==> src/rtl/sram_bus_arbiter_pkg.sv <==
// Shared types and constants for the SRAM-to-bus arbiter.
package sram_bus_arbiter_pkg;

   localparam int unsigned ADDR_W = 32;
   localparam int unsigned DATA_W = 32;
   localparam int unsigned STRB_W = 4;
   localparam int unsigned SIZE_W = 2;

   localparam logic [SIZE_W-1:0] SIZE_BYTE = SIZE_W'(0);
   localparam logic [SIZE_W-1:0] SIZE_HALF = SIZE_W'(1);
   localparam logic [SIZE_W-1:0] SIZE_WORD = SIZE_W'(2);

   typedef enum logic [1:0] {
      ST_IDLE = 2'd0,
      ST_REQ  = 2'd1,
      ST_RESP = 2'd2
   } state_e;

   typedef enum logic {
      OWNER_INST = 1'b0,
      OWNER_DATA = 1'b1
   } owner_e;

   // Latched downstream request payload
   typedef struct packed {
      logic              wr;
      logic [SIZE_W-1:0] size;
      logic [ADDR_W-1:0] addr;
      logic [STRB_W-1:0] wstrb;
      logic [DATA_W-1:0] wdata;
   } bus_txn_t;

   // The bus has no encoding above word; the reserved size code maps to word
   function automatic logic [SIZE_W-1:0] norm_size(input logic [SIZE_W-1:0] size);
      return (size == SIZE_W'(3)) ? SIZE_WORD : size;
   endfunction

endpackage

==> src/rtl/sram_bus_arbiter.sv <==
// Arbitrates the core's instruction and data SRAM-like ports onto one
// downstream bus, one transaction in flight, data port has priority.
module sram_bus_arbiter
   import sram_bus_arbiter_pkg::*;
(
   input  logic              clk,
   input  logic              reset,

   input  logic              inst_sram_req,
   input  logic [ADDR_W-1:0] inst_sram_addr,
   output logic              inst_sram_addr_ok,
   output logic              inst_sram_data_ok,
   output logic [DATA_W-1:0] inst_sram_rdata,

   input  logic              data_sram_req,
   input  logic              data_sram_wr,
   input  logic [SIZE_W-1:0] data_sram_size,
   input  logic [STRB_W-1:0] data_sram_wstrb,
   input  logic [ADDR_W-1:0] data_sram_addr,
   input  logic [DATA_W-1:0] data_sram_wdata,
   output logic              data_sram_addr_ok,
   output logic              data_sram_data_ok,
   output logic [DATA_W-1:0] data_sram_rdata,

   output logic              bus_req,
   output logic              bus_wr,
   output logic [SIZE_W-1:0] bus_size,
   output logic [ADDR_W-1:0] bus_addr,
   output logic [STRB_W-1:0] bus_wstrb,
   output logic [DATA_W-1:0] bus_wdata,
   input  logic              bus_gnt,
   input  logic              bus_rvalid,
   input  logic [DATA_W-1:0] bus_rdata
);

   state_e            state;
   owner_e            owner;
   bus_txn_t          txn;
   logic [DATA_W-1:0] inst_rdata_q;
   logic [DATA_W-1:0] data_rdata_q;
   logic              idle;
   logic              resp_fire;

   assign idle      = (state == ST_IDLE) && !reset;
   assign resp_fire = (state == ST_RESP) && bus_rvalid;

   // Acceptance is same-cycle; data wins a tie, inst sees no ack
   assign data_sram_addr_ok = idle && data_sram_req;
   assign inst_sram_addr_ok = idle && inst_sram_req && !data_sram_req;

   // Completion is same-cycle with the bus response; rdata holds between pulses
   assign data_sram_data_ok = resp_fire && (owner == OWNER_DATA);
   assign inst_sram_data_ok = resp_fire && (owner == OWNER_INST);
   assign data_sram_rdata   = data_sram_data_ok ? bus_rdata : data_rdata_q;
   assign inst_sram_rdata   = inst_sram_data_ok ? bus_rdata : inst_rdata_q;

   // Downstream request is presented only while waiting for grant
   assign bus_req   = (state == ST_REQ);
   assign bus_wr    = txn.wr;
   assign bus_size  = txn.size;
   assign bus_addr  = txn.addr;
   assign bus_wstrb = txn.wstrb;
   assign bus_wdata = txn.wdata;

   // Control FSM: latch the winning request, wait for grant, wait for response
   always_ff @(posedge clk or posedge reset) begin
      if (reset) begin
         state        <= ST_IDLE;
         owner        <= OWNER_INST;
         txn          <= '0;
         inst_rdata_q <= '0;
         data_rdata_q <= '0;
      end else begin
         case (state)
            ST_IDLE: begin
               if (data_sram_req) begin
                  owner     <= OWNER_DATA;
                  txn.wr    <= data_sram_wr;
                  txn.size  <= norm_size(data_sram_size);
                  txn.addr  <= data_sram_addr;
                  txn.wstrb <= data_sram_wstrb;
                  txn.wdata <= data_sram_wdata;
                  state     <= ST_REQ;
               end else if (inst_sram_req) begin
                  owner     <= OWNER_INST;
                  txn.wr    <= 1'b0;
                  txn.size  <= SIZE_WORD;
                  txn.addr  <= inst_sram_addr;
                  txn.wstrb <= '0;
                  txn.wdata <= '0;
                  state     <= ST_REQ;
               end
            end
            ST_REQ: begin
               if (bus_gnt) begin
                  state <= ST_RESP;
               end
            end
            ST_RESP: begin
               if (bus_rvalid) begin
                  if (owner == OWNER_DATA) begin
                     data_rdata_q <= bus_rdata;
                  end else begin
                     inst_rdata_q <= bus_rdata;
                  end
                  state <= ST_IDLE;
               end
            end
            default: state <= ST_IDLE;
         endcase
      end
   end

endmodule

==> config.mk <==
export PLATFORM = sky130hd
export DESIGN_NAME = sram_bus_arbiter
export DESIGN_NICKNAME = d
export VERILOG_FILES = /design/src/rtl/sram_bus_arbiter_pkg.sv /design/src/rtl/sram_bus_arbiter.sv
export SDC_FILE = /design/constraint.sdc
export NUM_CORES = 1
export LEC_CHECK = 0
export ABC_AREA = 1
export BUFFER_PORTS_ARGS = -buffer_cell sky130_fd_sc_hd__buf_4
export CORE_UTILIZATION = 40
export CTS_BUF_LIST = sky130_fd_sc_hd__clkbuf_4
export CTS_CLUSTER_DIAMETER = 50
export CTS_CLUSTER_SIZE = 28
export DETAILED_ROUTE_END_ITERATION = 8
export GPL_TIMING_DRIVEN = 0
export PLACE_DENSITY = 0.73
export SYNTH_ARGS = -nofsm -noshare
export SYNTH_HDL_FRONTEND = slang
export SYNTH_SLANG_ARGS = --single-unit
==> constraint.sdc <==
create_clock -name clk -period 4.68 [get_ports clk]
set_input_delay 0.234 -clock clk [delete_from_list [all_inputs] [get_ports clk]]
set_output_delay 0.234 -clock clk [all_outputs]
set_load 0.02 [all_outputs]
==> results of run 1 <==
[power by group]
part | total, mW | switching [mW] | internal [mW]
logic | 3.27 | 2.00 | 1.27
clock network | 0.871 | 0.448 | 0.423
registers | 1.98 | 0.250 | 1.73
[state kept, by name, indices dropped and copies added, names as in the netlist]
signal        flops
bus_wr            1
bus_addr         32
bus_size          2
state             2
inst_rdata_q     32
bus_wstrb         4
data_rdata_q     32
owner             1
bus_wdata        32
[worst max-delay path by stage]
| stage | startpoint | cells past startpoint | to |
|---|---|---|---|
| global placement | reset | 2 | data_rdata_q[9] |
| finish | reset | 7 | inst_sram_addr_ok |
| floorplan | reset | 1 | bus_addr[0] |
| detailed placement | reset | 6 | inst_sram_addr_ok |
| CTS | reset | 7 | inst_sram_addr_ok |
| global route | reset | 7 | inst_sram_addr_ok |
[area by class of cell]
class / instances / area, um2 / share of cell area [%]
plain buffers: 45 / 226 / 2.25
clock buffers: 18 / 135 / 1.34
clock inverters: 14 / 179 / 1.78
inverters: 40 / 156 / 1.55
multi-input cells: 552 / 2300 / 22.8
flip-flops and latches: 138 / 3450 / 34.3
well taps: 184 / 230 / 2.29
repair buffers: 407 / 3400 / 33.7
[logic make-up after synthesis]
group,count (synthesis)
buffers and inverters,85
AO/OA/AOI/OAI,36
flip-flops,138
AND/OR/NAND/NOR,516
[tightest hold or removal path, delay by kind of cell]
| family | cells | cell delay, ns |
|---|---|---|
| AO/OA/AOI/OAI | 1 | 0.08 |
| buffers and inverters | 1 | 0.08 |
| AND/OR/NAND/NOR | 3 | 0.16 |
[per-stage QoR]
step / worst slack [ns] / hold WS, ns / utilization [%] / power [mW] / TNS (ns)
floorplan: 0.730 / 0.331 / - / 3.73 / 0
global placement: -0.985 / 0.429 / 57.2 / 5.09 / -135.60
detailed placement: 2.80 / 0.325 / 57.5 / 5.14 / 0
CTS: 2.22 / 0.00508 / 68.3 / 6.11 / 0
global route: 2.06 / 0.0173 / 68.3 / 6.52 / 0
finish: 2.29 / 0.0456 / 68.3 / 6.12 / 0
[cells in the mapped netlist, drive strengths merged]
| library cell | instances | area, um2 |
|---|---|---|
| nand2 | 437 | 1670 |
| o31ai | 2 | 15.0 |
| o21ai | 34 | 174 |
| clkbuf | 15 | 56.3 |
| dfrtp | 138 | 3450 |
| nand3 | 38 | 190 |
| buf | 30 | 170 |
| clkinv | 2 | 8.75 |
| inv | 38 | 143 |
| nand4 | 34 | 213 |
| nor2 | 7 | 38.8 |
[routing by layer]
| layer | up-vias | GRT usage (%) |
|---|---|---|
| met2 | 326 | 47.4 |
| li1 | 3277 | - |
| met5 | - | 0 |
| met4 | 0 | 12.5 |
| met3 | 62 | 8.75 |
| met1 | 3269 | 33.3 |
==> run_results.csv, run 1 <==
group,metric,value,unit
run_status,status,"complete, no violations",
finish,final_cell_mix,"nand2_1, buf_4, dfrtp_1",
finish,drive_gt1_share,29.2,%
timing,max_freq,0.419,GHz
timing,period_minus_slack,2.39,ns
synthesis,synth_seq_area_share,56.4,%
worst_setup_path,rr_startpoint,"state[0]",
worst_setup_path,crit_chain,"dlygate4sd3_1 -> buf_4 -> inv_6 -> buf_16 -> nand3_1 -> nor2_1 -> buf_4",
worst_setup_path,worst_path_most_repeated_cell,"buf_4",
worst_setup_path,path_buf_inv,5,
synthesis,yosys_warnings,0,
floorplan,chipHeight,126,um
synthesis,synth_compound_area_share,3.08,%
synthesis,synth_top_family_by_area,"simple AND/OR/NAND/NOR gates",
place,placed_cell_area,8480,um2
worst_setup_path,arrival,2.15,ns
worst_setup_path,ff2ff_path_depth,5,
timing,finalHoldViolations,0,
routing,routedWlPerCell,15.4,um
worst_setup_path,crit_family,"buffers and inverters",
floorplan,start_util,41.5,%
synthesis,muxShareOfSynthArea,0,%
finish,fin_nets,1342,
finish,n_fill_cell,1130,
clock_tree,cts_sinks,138,
routing,wl_met2,10.4,mm
worst_setup_path,critPathSlowestCell,"dlygate4sd3_1",
clock_tree,cts_buffers,17,
worst_setup_path,r2r_slack,2.91,ns
routing,m1WireLength,8.55,mm
clock_tree,cts_resized,0,
routing,drt-initial-drc-count,391,
timing,skew,0.0112,ns
routing,drtPass1Iterations,4,
synthesis,synth_xor_area_share,0,%
clock_tree,worstSkewPairLatency,0.55,ns
worst_setup_path,path_class,"input port to primary output",
worst_setup_path,end_kind,"primary output",
routing,vias_per_cell,4.96,
synthesis,avgSynthCellArea,7.91,um2
finish,layout_commonest_cell,"nand2_1",
routing,topRoutingLayerUsed,"met4",
place,place_inst,1238,
worst_setup_path,worst_setup_path_start_kind,"input port",
worst_setup_path,slowest_delay,0.56,ns
finish,fin_area,10100,um2
global_routing,antenna_found_initial,0,
worst_setup_path,cp.required,4.45,ns
worst_setup_path,cp_max_fo,88,
clock_tree,cts_tree,"done",
floorplan,die_w,126,um
timing,rsz0062_at_grt,"false",
synthesis,ys_ff_latch,138,
finish,antenna_cells,0,
hold_path,hold_end,"bus_addr[8]",
floorplan,ios,281,
place,port_buffers,278,
timing,tightest_slew,0.492,ns
finish,fin_cells,1398,
global_routing,grt-ovfl-total,0,
synthesis,synthSimpleGateAreaFrac,34.4,%
place,place_congestion,0.822,
synthesis,syn_inst,775,
routing,via_count,6934,
synthesis,synthAdderAreaFrac,0,%
timing,setup_viol,0,
clock_tree,clkSlewWorstSetupHoldPaths,0.11,ns
hold_path,hp-class,"input port to register",
hold_path,hp-start,"data_sram_addr[8]",
clock_tree,postCtsHoldBufs,128,
timing,report.final.slew_viol_count,0,
routing,ant_nets,0,
routing,remaining_drc_errors,0,
power,peakVddDrop,307,uV
synthesis,syn-num-nets,916,
synthesis,synth.distinct_cells,20,
timing,final.period_utilization,51.0,%
timing,slew_headroom,67.2,%
global_routing,grt_pass1_vias,6965,
clock_tree,htreeDepth,4,
finish,syn2layout_area_growth,64.4,%
floorplan,rows,44,
routing,wl_met3,1.74,mm
worst_setup_path,rr_endpoint,"bus_size[0]",
floorplan,coreArea,14800,um2
global_routing,grt_pass1_wl,34.9,mm
power,power_density,608,nW/um2
power,power_leakage,5.82,nW
run,maxCapViolations,0,
global_routing,grtUsageTotal,28.2,%
place,dp_hpwl,14.1,mm
clock_tree,cts-root-buf,"clkbuf_4",
clock_tree,cts_max_path_buffers,2,
global_routing,grt_max_degree,89,
routing,routed_wl,21.5,mm
hold_path,hold_depth,5,
synthesis,syn_area,6130,um2
clock_tree,post_cts_buffers,0,
floorplan,die_area,15800,um2
No activity file was read; power rests on OpenSTA's default activity.
==> run 2, diff against run 1 <==
==> constraint.sdc (replaced) <==
create_clock -name clk -period 2.5 [get_ports clk]
set_input_delay 0.125 -clock clk [delete_from_list [all_inputs] [get_ports clk]]
set_output_delay 0.125 -clock clk [all_outputs]
set_load 0.02 [all_outputs]
==> run 2 against run 1 <==
  * Setup slack got worse by 2.0 ns
  * Count of clock-buffer cells in the layout up 1
  * Critical path depth fell by 1
  * Register-to-register slack worse by 2.2 ns
  * First-iteration DRC count is 6.1% lower
  * Worst hold slack improved by 0.056 ns
  * Cell count increased by 1.1%
  * Largest power group unchanged
  * Sequential power increased by 87%
  * Sequential share of layout area decreased by 0.32 points
  * Combinational power rose by 88%
  * Via count is 0.89% lower
==> run_results.csv, run 2 (synthesis results as in run 1) <==
group,metric,value,unit
run_status,status,"complete, no violations",
worst_setup_path,rr_startpoint,"state[0]",
floorplan,start_util,41.5,%
floorplan,chipHeight,126,um
routing,drt-initial-drc-count,367,
worst_setup_path,end_kind,"primary output",
timing,report.final.slew_viol_count,0,
hold_path,hp-start,"inst_sram_req",
hold_path,hold_end,"bus_addr[28]",
clock_tree,htreeDepth,4,
clock_tree,clkSlewWorstSetupHoldPaths,0.10,ns
power,p_total,11.1,mW
global_routing,grt-ovfl-total,0,
finish,drive_gt1_share,29.0,%
timing,rsz0062_at_grt,"false",
global_routing,grt_max_degree,41,
floorplan,rows,44,
place,placed_cell_area,8530,um2
place,dp_hpwl,14.3,mm
global_routing,grt_pass1_wl,34.5,mm
floorplan,die_w,126,um
clock_tree,worstSkewPairLatency,0.54,ns
clock_tree,cts_sinks,138,
timing,max_freq,0.453,GHz
routing,routedWlPerCell,15.1,um
timing,setup_viol,0,
worst_setup_path,cp_max_fo,10,
global_routing,grtUsageTotal,27.9,%
power,power_density,1090,nW/um2
clock_tree,cts_max_path_buffers,2,
routing,ant_nets,0,
timing,skew,0.0163,ns
routing,routed_wl,21.4,mm
worst_setup_path,critPathSlowestCell,"dfrtp_1",
global_routing,antenna_found_initial,1,
worst_setup_path,slowest_delay,0.36,ns
timing,slew_headroom,67.5,%
finish,layout_commonest_cell,"nand2_1",
timing,tightest_slew,0.488,ns
power,peakVddDrop,581,uV
timing,final.period_utilization,88.4,%
routing,drtPass1Iterations,5,
worst_setup_path,crit_chain,"clkinv_1 -> nand4_1 -> buf_2 -> nand2_1 -> nand2_1 -> buf_4",
clock_tree,cts_tree,"done",
floorplan,die_area,15800,um2
routing,remaining_drc_errors,0,
finish,syn2layout_area_growth,66.0,%
worst_setup_path,r2r_slack,0.69,ns
finish,fin_util,68.9,%
worst_setup_path,ff2ff_path_depth,5,
routing,vias_per_cell,4.86,
finish,fin_nets,1358,
worst_setup_path,worst_path_most_repeated_cell,"nand2_1",
worst_setup_path,path_class,"register to primary output",
run,maxCapViolations,0,
finish,fin_area,10200,um2
clock_tree,post_cts_buffers,0,
worst_setup_path,arrival,2.08,ns
power,power_leakage,5.87,nW
worst_setup_path,cp.required,2.38,ns
floorplan,coreArea,14800,um2
global_routing,grt_pass1_vias,7067,
timing,finalHoldViolations,0,
routing,via_count,6872,
clock_tree,cts_buffers,17,
floorplan,ios,281,
hold_path,hold_depth,5,
place,port_buffers,278,
worst_setup_path,rr_endpoint,"bus_size[0]",
hold_path,hp-class,"input port to register",
finish,final_cell_mix,"nand2_1, buf_4, dlygate4sd3_1",
timing,period_minus_slack,2.21,ns
place,place_congestion,0.874,
clock_tree,cts-root-buf,"clkbuf_4",
worst_setup_path,worst_setup_path_start_kind,"register",
-- run 2: layer usage --
metal,GRT usage [%],up-vias,wire (um)
met1,31.6,3209,8410
met2,48.5,302,10500
met4,13.7,0,838
met3,7.77,59,1630
met5,0,-,0
li1,-,3302,-
-- run 2: how the worst max path moves through the flow --
| stage | cells past startpoint | to | start |
|---|---|---|---|
| finish | 6 | inst_sram_rdata[14] | owner |
| global route | 6 | inst_sram_rdata[6] | owner |
| global placement | 5 | inst_sram_addr_ok | reset |
| detailed placement | 6 | inst_sram_rdata[14] | owner |
| CTS | 6 | inst_sram_rdata[14] | state[0] |
| floorplan | 3 | inst_sram_addr_ok | reset |
-- run 2: what timing repair did --
item                      CTS  global route
resized for setup           0             0
hold endpoints to repair  244             0
hold buffers              141             0
-- run 2: stage by stage --
stage	worst slack [ns]	TNS, ns	hold slack, ns	instances
after floorplan	-0.178	-0.178	0.222	775
after global placement	-1.26	-40.27	0.322	1237
after detailed placement	0.869	0	0.155	1241
after CTS	0.253	0	0.0401	1413
after global routing	0.0966	0	0.112	1414
final	0.291	0	0.101	1414
-- run 2: worst max-delay path, delay by kind of cell (launching register included) --
kind | cells | cell delay [ns]
DFF | 1 | 0.36
and+or+nand+nor | 3 | 0.54
buffers and inverters | 3 | 0.65
-- run 2: report_power, final --
part,total (mW),switching (mW),internal [mW]
Clock,1.28,0.789,0.486
Combinational,6.15,3.73,2.42
Sequential,3.71,0.471,3.24
-- run 2: final cells by class --
type,instances,area [um2]
Antenna cell,1,2.50
Tap cell,184,230
Buffer,45,226
Multi-Input combinational cell,552,2300
Fill cell,1122,4590
Clock buffer,19,143
Sequential cell,138,3450
Clock inverter,12,83.8
Inverter,40,155
Timing Repair Buffer,423,3580
==> run 3, diff against run 2 <==
--- a/config.mk
+++ b/config.mk
@@ -5,14 +5,12 @@
 export SDC_FILE = /design/constraint.sdc
 export NUM_CORES = 1
 export LEC_CHECK = 0
-export ABC_AREA = 1
 export BUFFER_PORTS_ARGS = -buffer_cell sky130_fd_sc_hd__buf_4
 export CORE_UTILIZATION = 40
 export CTS_BUF_LIST = sky130_fd_sc_hd__clkbuf_4
 export CTS_CLUSTER_DIAMETER = 50
 export CTS_CLUSTER_SIZE = 28
 export DETAILED_ROUTE_END_ITERATION = 8
-export GPL_TIMING_DRIVEN = 0
 export PLACE_DENSITY = 0.73
 export SYNTH_ARGS = -nofsm -noshare
 export SYNTH_HDL_FRONTEND = slang
==> run 3 against run 2 <==
  * Design area rose by 1.3%
  * Power grew 1.1%
  * Non-clock buffer count fell by 39
  * Clock skew increased by 0.00059 ns
  * Combinational power decreased by 4.6%
  * First-iteration DRC count fell by 14%
  * Clock power increased by 18%
  * Count of clock-buffer cells in the layout did not move
  * Setup slack worse by 0.16 ns
  * Sequential share of layout area fell by 0.43 points
  * Register-to-register slack got worse by 0.39 ns
  * Largest cell class unchanged
==> run_results.csv, run 3 <==
group,metric,value,unit
global_routing,grt_pass1_wl,28.3,mm
timing,period_minus_slack,2.37,ns
worst_setup_path,r2r_slack,0.30,ns
timing,final.period_utilization,94.8,%
routing,via_count,5111,
synthesis,synth_seq_area_share,55.1,%
floorplan,die_w,127,um
global_routing,grt_max_degree,139,
run_status,status,"complete, no violations",
synthesis,synthArstFlopShare,100,%
timing,tightest_slew,0.725,ns
timing,slew_headroom,51.7,%
global_routing,grtUsageTotal,22.6,%
synthesis,syn_inst,420,
clock_tree,cts_sinks,138,
place,dp_hpwl,10.4,mm
synthesis,yosysMostFrequentCell,"mux2_1",
timing,skew,0.0169,ns
synthesis,synth_compound_area_share,6.01,%
routing,routedWlPerCell,16.9,um
finish,drive_gt1_share,43.8,%
finish,final_cell_mix,"buf_4, mux2_1, dlygate4sd3_1",
global_routing,grt_pass1_vias,5606,
floorplan,rows,45,
global_routing,antenna_found_initial,1,
power,p_total,11.2,mW
floorplan,start_util,41.1,%
routing,ant_nets,0,
routing,remaining_drc_errors,0,
worst_setup_path,cp.required,2.38,ns
finish,n_fill_cell,1052,
hold_path,hp-class,"input port to register",
synthesis,synth.top_cell.area_share,55.1,%
worst_setup_path,ff2ff_path_depth,5,
power,power_leakage,4.94,nW
clock_tree,worstSkewPairLatency,0.53,ns
timing,fin_setup_tns,0,ns
clock_tree,cts-root-buf,"clkbuf_4",
finish,layout_commonest_cell,"buf_4",
floorplan,chipHeight,127,um
worst_setup_path,rr_endpoint,"bus_size[0]",
worst_setup_path,path_class,"register to primary output",
timing,setup_ws,0.129,ns
finish,fin_nets,978,
run,maxCapViolations,0,
clock_tree,clkSlewWorstSetupHoldPaths,0.13,ns
floorplan,ios,281,
synthesis,syn-num-nets,561,
synthesis,synth.distinct_cells,23,
timing,max_freq,0.422,GHz
synthesis,synth_xor_area_share,0,%
synthesis,avgSynthCellArea,14.9,um2
synthesis,synthSimpleGateAreaFrac,0.958,%
worst_setup_path,rr_startpoint,"state[0]",
place,pre_cts_ws,0.489,ns
routing,drtPass1Iterations,4,
place,place_congestion,0.774,
clock_tree,htreeDepth,4,
power,peakVddDrop,605,uV
floorplan,coreArea,15300,um2
power,power_density,1090,nW/um2
clock_tree,cts_max_path_buffers,2,
synthesis,ys.flop_type,"dfrtp_1",
global_routing,grt-ovfl-total,0,
routing,routed_wl,17.9,mm
clock_tree,cts_tree,"done",
worst_setup_path,worst_setup_path_start_kind,"register",
worst_setup_path,arrival,2.25,ns
finish,syn2layout_area_growth,64.4,%
synthesis,synth_top_family_by_area,"multiplexers",
synthesis,synth_top_cell_by_area,"dfrtp_1",
synthesis,synthAdderAreaFrac,0,%
hold_path,hp-start,"data_sram_wr",
timing,finalHoldViolations,0,
synthesis,synth_area_leaders,"dfrtp_1, mux2_1, mux2_2, a22o_1, buf_2",
synthesis,yosys_warnings,0,
hold_path,hold_depth,3,
synthesis,synth_edf_count,0,
timing,setup_viol,0,
place,port_buffers,280,
worst_setup_path,cp_max_fo,33,
hold_path,hold_end,"bus_wr",
timing,rsz0062_at_grt,"false",
timing,report.final.slew_viol_count,0,
synthesis,synth_common_cells,"mux2_1, dfrtp_1, mux2_2, a22o_1, buf_2",
worst_setup_path,end_kind,"primary output",
routing,drt-initial-drc-count,315,
clock_tree,cts_buffers,17,
synthesis,muxShareOfSynthArea,34.5,%
synthesis,syn_area,6270,um2
floorplan,die_area,16200,um2
synthesis,ys_ff_latch,138,
routing,vias_per_cell,4.81,
## run 3: cell types whose count changed after synthesis, sizes merged, moves of 32 or more
cell	before	now
mux2	0	192
inv	38	5
a22o	0	38
nand4	34	0
nand3	38	1
nand2	437	1
o21ai	34	2
## run 3: report_power, final
group          internal [mW]  total (mW)  switching, mW  leakage (nW)
logic                   2.88        5.87           2.99          3.09
registers               3.28        3.86          0.582          1.69
clock network          0.705        1.51          0.809         0.153
total                   6.87        11.2           4.38          4.94
## run 3: layout make-up
| cell class | instances | area [um2] | area share [%] |
|---|---|---|---|
| Antenna cell | 1 | 2.50 | 0.0243 |
| Inverter | 5 | 22.5 | 0.219 |
| Clock buffer | 19 | 143 | 1.39 |
| Timing Repair Buffer | 429 | 3640 | 35.3 |
| Tap cell | 211 | 264 | 2.56 |
| Clock inverter | 13 | 153 | 1.48 |
| Sequential cell | 138 | 3450 | 33.5 |
| Multi-Input combinational cell | 246 | 2630 | 25.5 |
## run 3: logic make-up (layout without fill, tap and decap cells)
| kind of cell | count (synthesis) | count (layout) |
|---|---|---|
| compound gates | 44 | 44 |
| buf+inv | 36 | 466 |
| flops | 138 | 138 |
| mux | 192 | 192 |
| other cells | 0 | 1 |
| simple gates | 10 | 10 |
## run 3: routing by layer
layer	global-route usage [%]	vias up	routed length [um]
met1	26.3	2496	7360
met2	39.7	197	9030
met4	10.6	0	503
met5	0	-	0
met3	5.23	38	1020
li1	-	2380	-
## run 3: worst max-delay path by stage
stage | slack, ns | cells past startpoint | startpoint | to
after floorplan | -0.37 | 2 | reset | data_sram_addr_ok
final | 0.13 | 5 | state[0] | inst_sram_rdata[23]
after global placement | 0.58 | 5 | state[0] | inst_sram_rdata[8]
after CTS | 0.07 | 5 | state[0] | inst_sram_rdata[5]
after detailed placement | 0.49 | 5 | state[0] | inst_sram_rdata[5]
after global routing | 0.02 | 5 | state[1] | inst_sram_rdata[23]
## run 3: through the flow
step | cell area, um2 | cells | hold WS, ns | utilization [%]
after floorplan | 6270 | 420 | 0.233 | -
after global placement | 8550 | 886 | 0.337 | 56.0
after detailed placement | 8550 | 886 | 0.347 | 56.0
after CTS | 10300 | 1061 | 0.279 | 67.5
after global routing | 10300 | 1062 | 0.303 | 67.5
final | 10300 | 1062 | 0.346 | 67.5
## run 3: critical path, cell delays in order (launching register included)
cell	delay (ns)
dfrtp_1	0.42
nor2b_2	0.22
nor3b_4	0.28
buf_12	0.25
mux2_1	0.37
buf_4	0.17
## run 3: timing repair
action                                  CTS  global route
hold buffers                            141             0
setup buffers                             1             0
endpoints found under the setup margin   32             0
gates resized for setup                   1             0
hold endpoints to repair                276             0
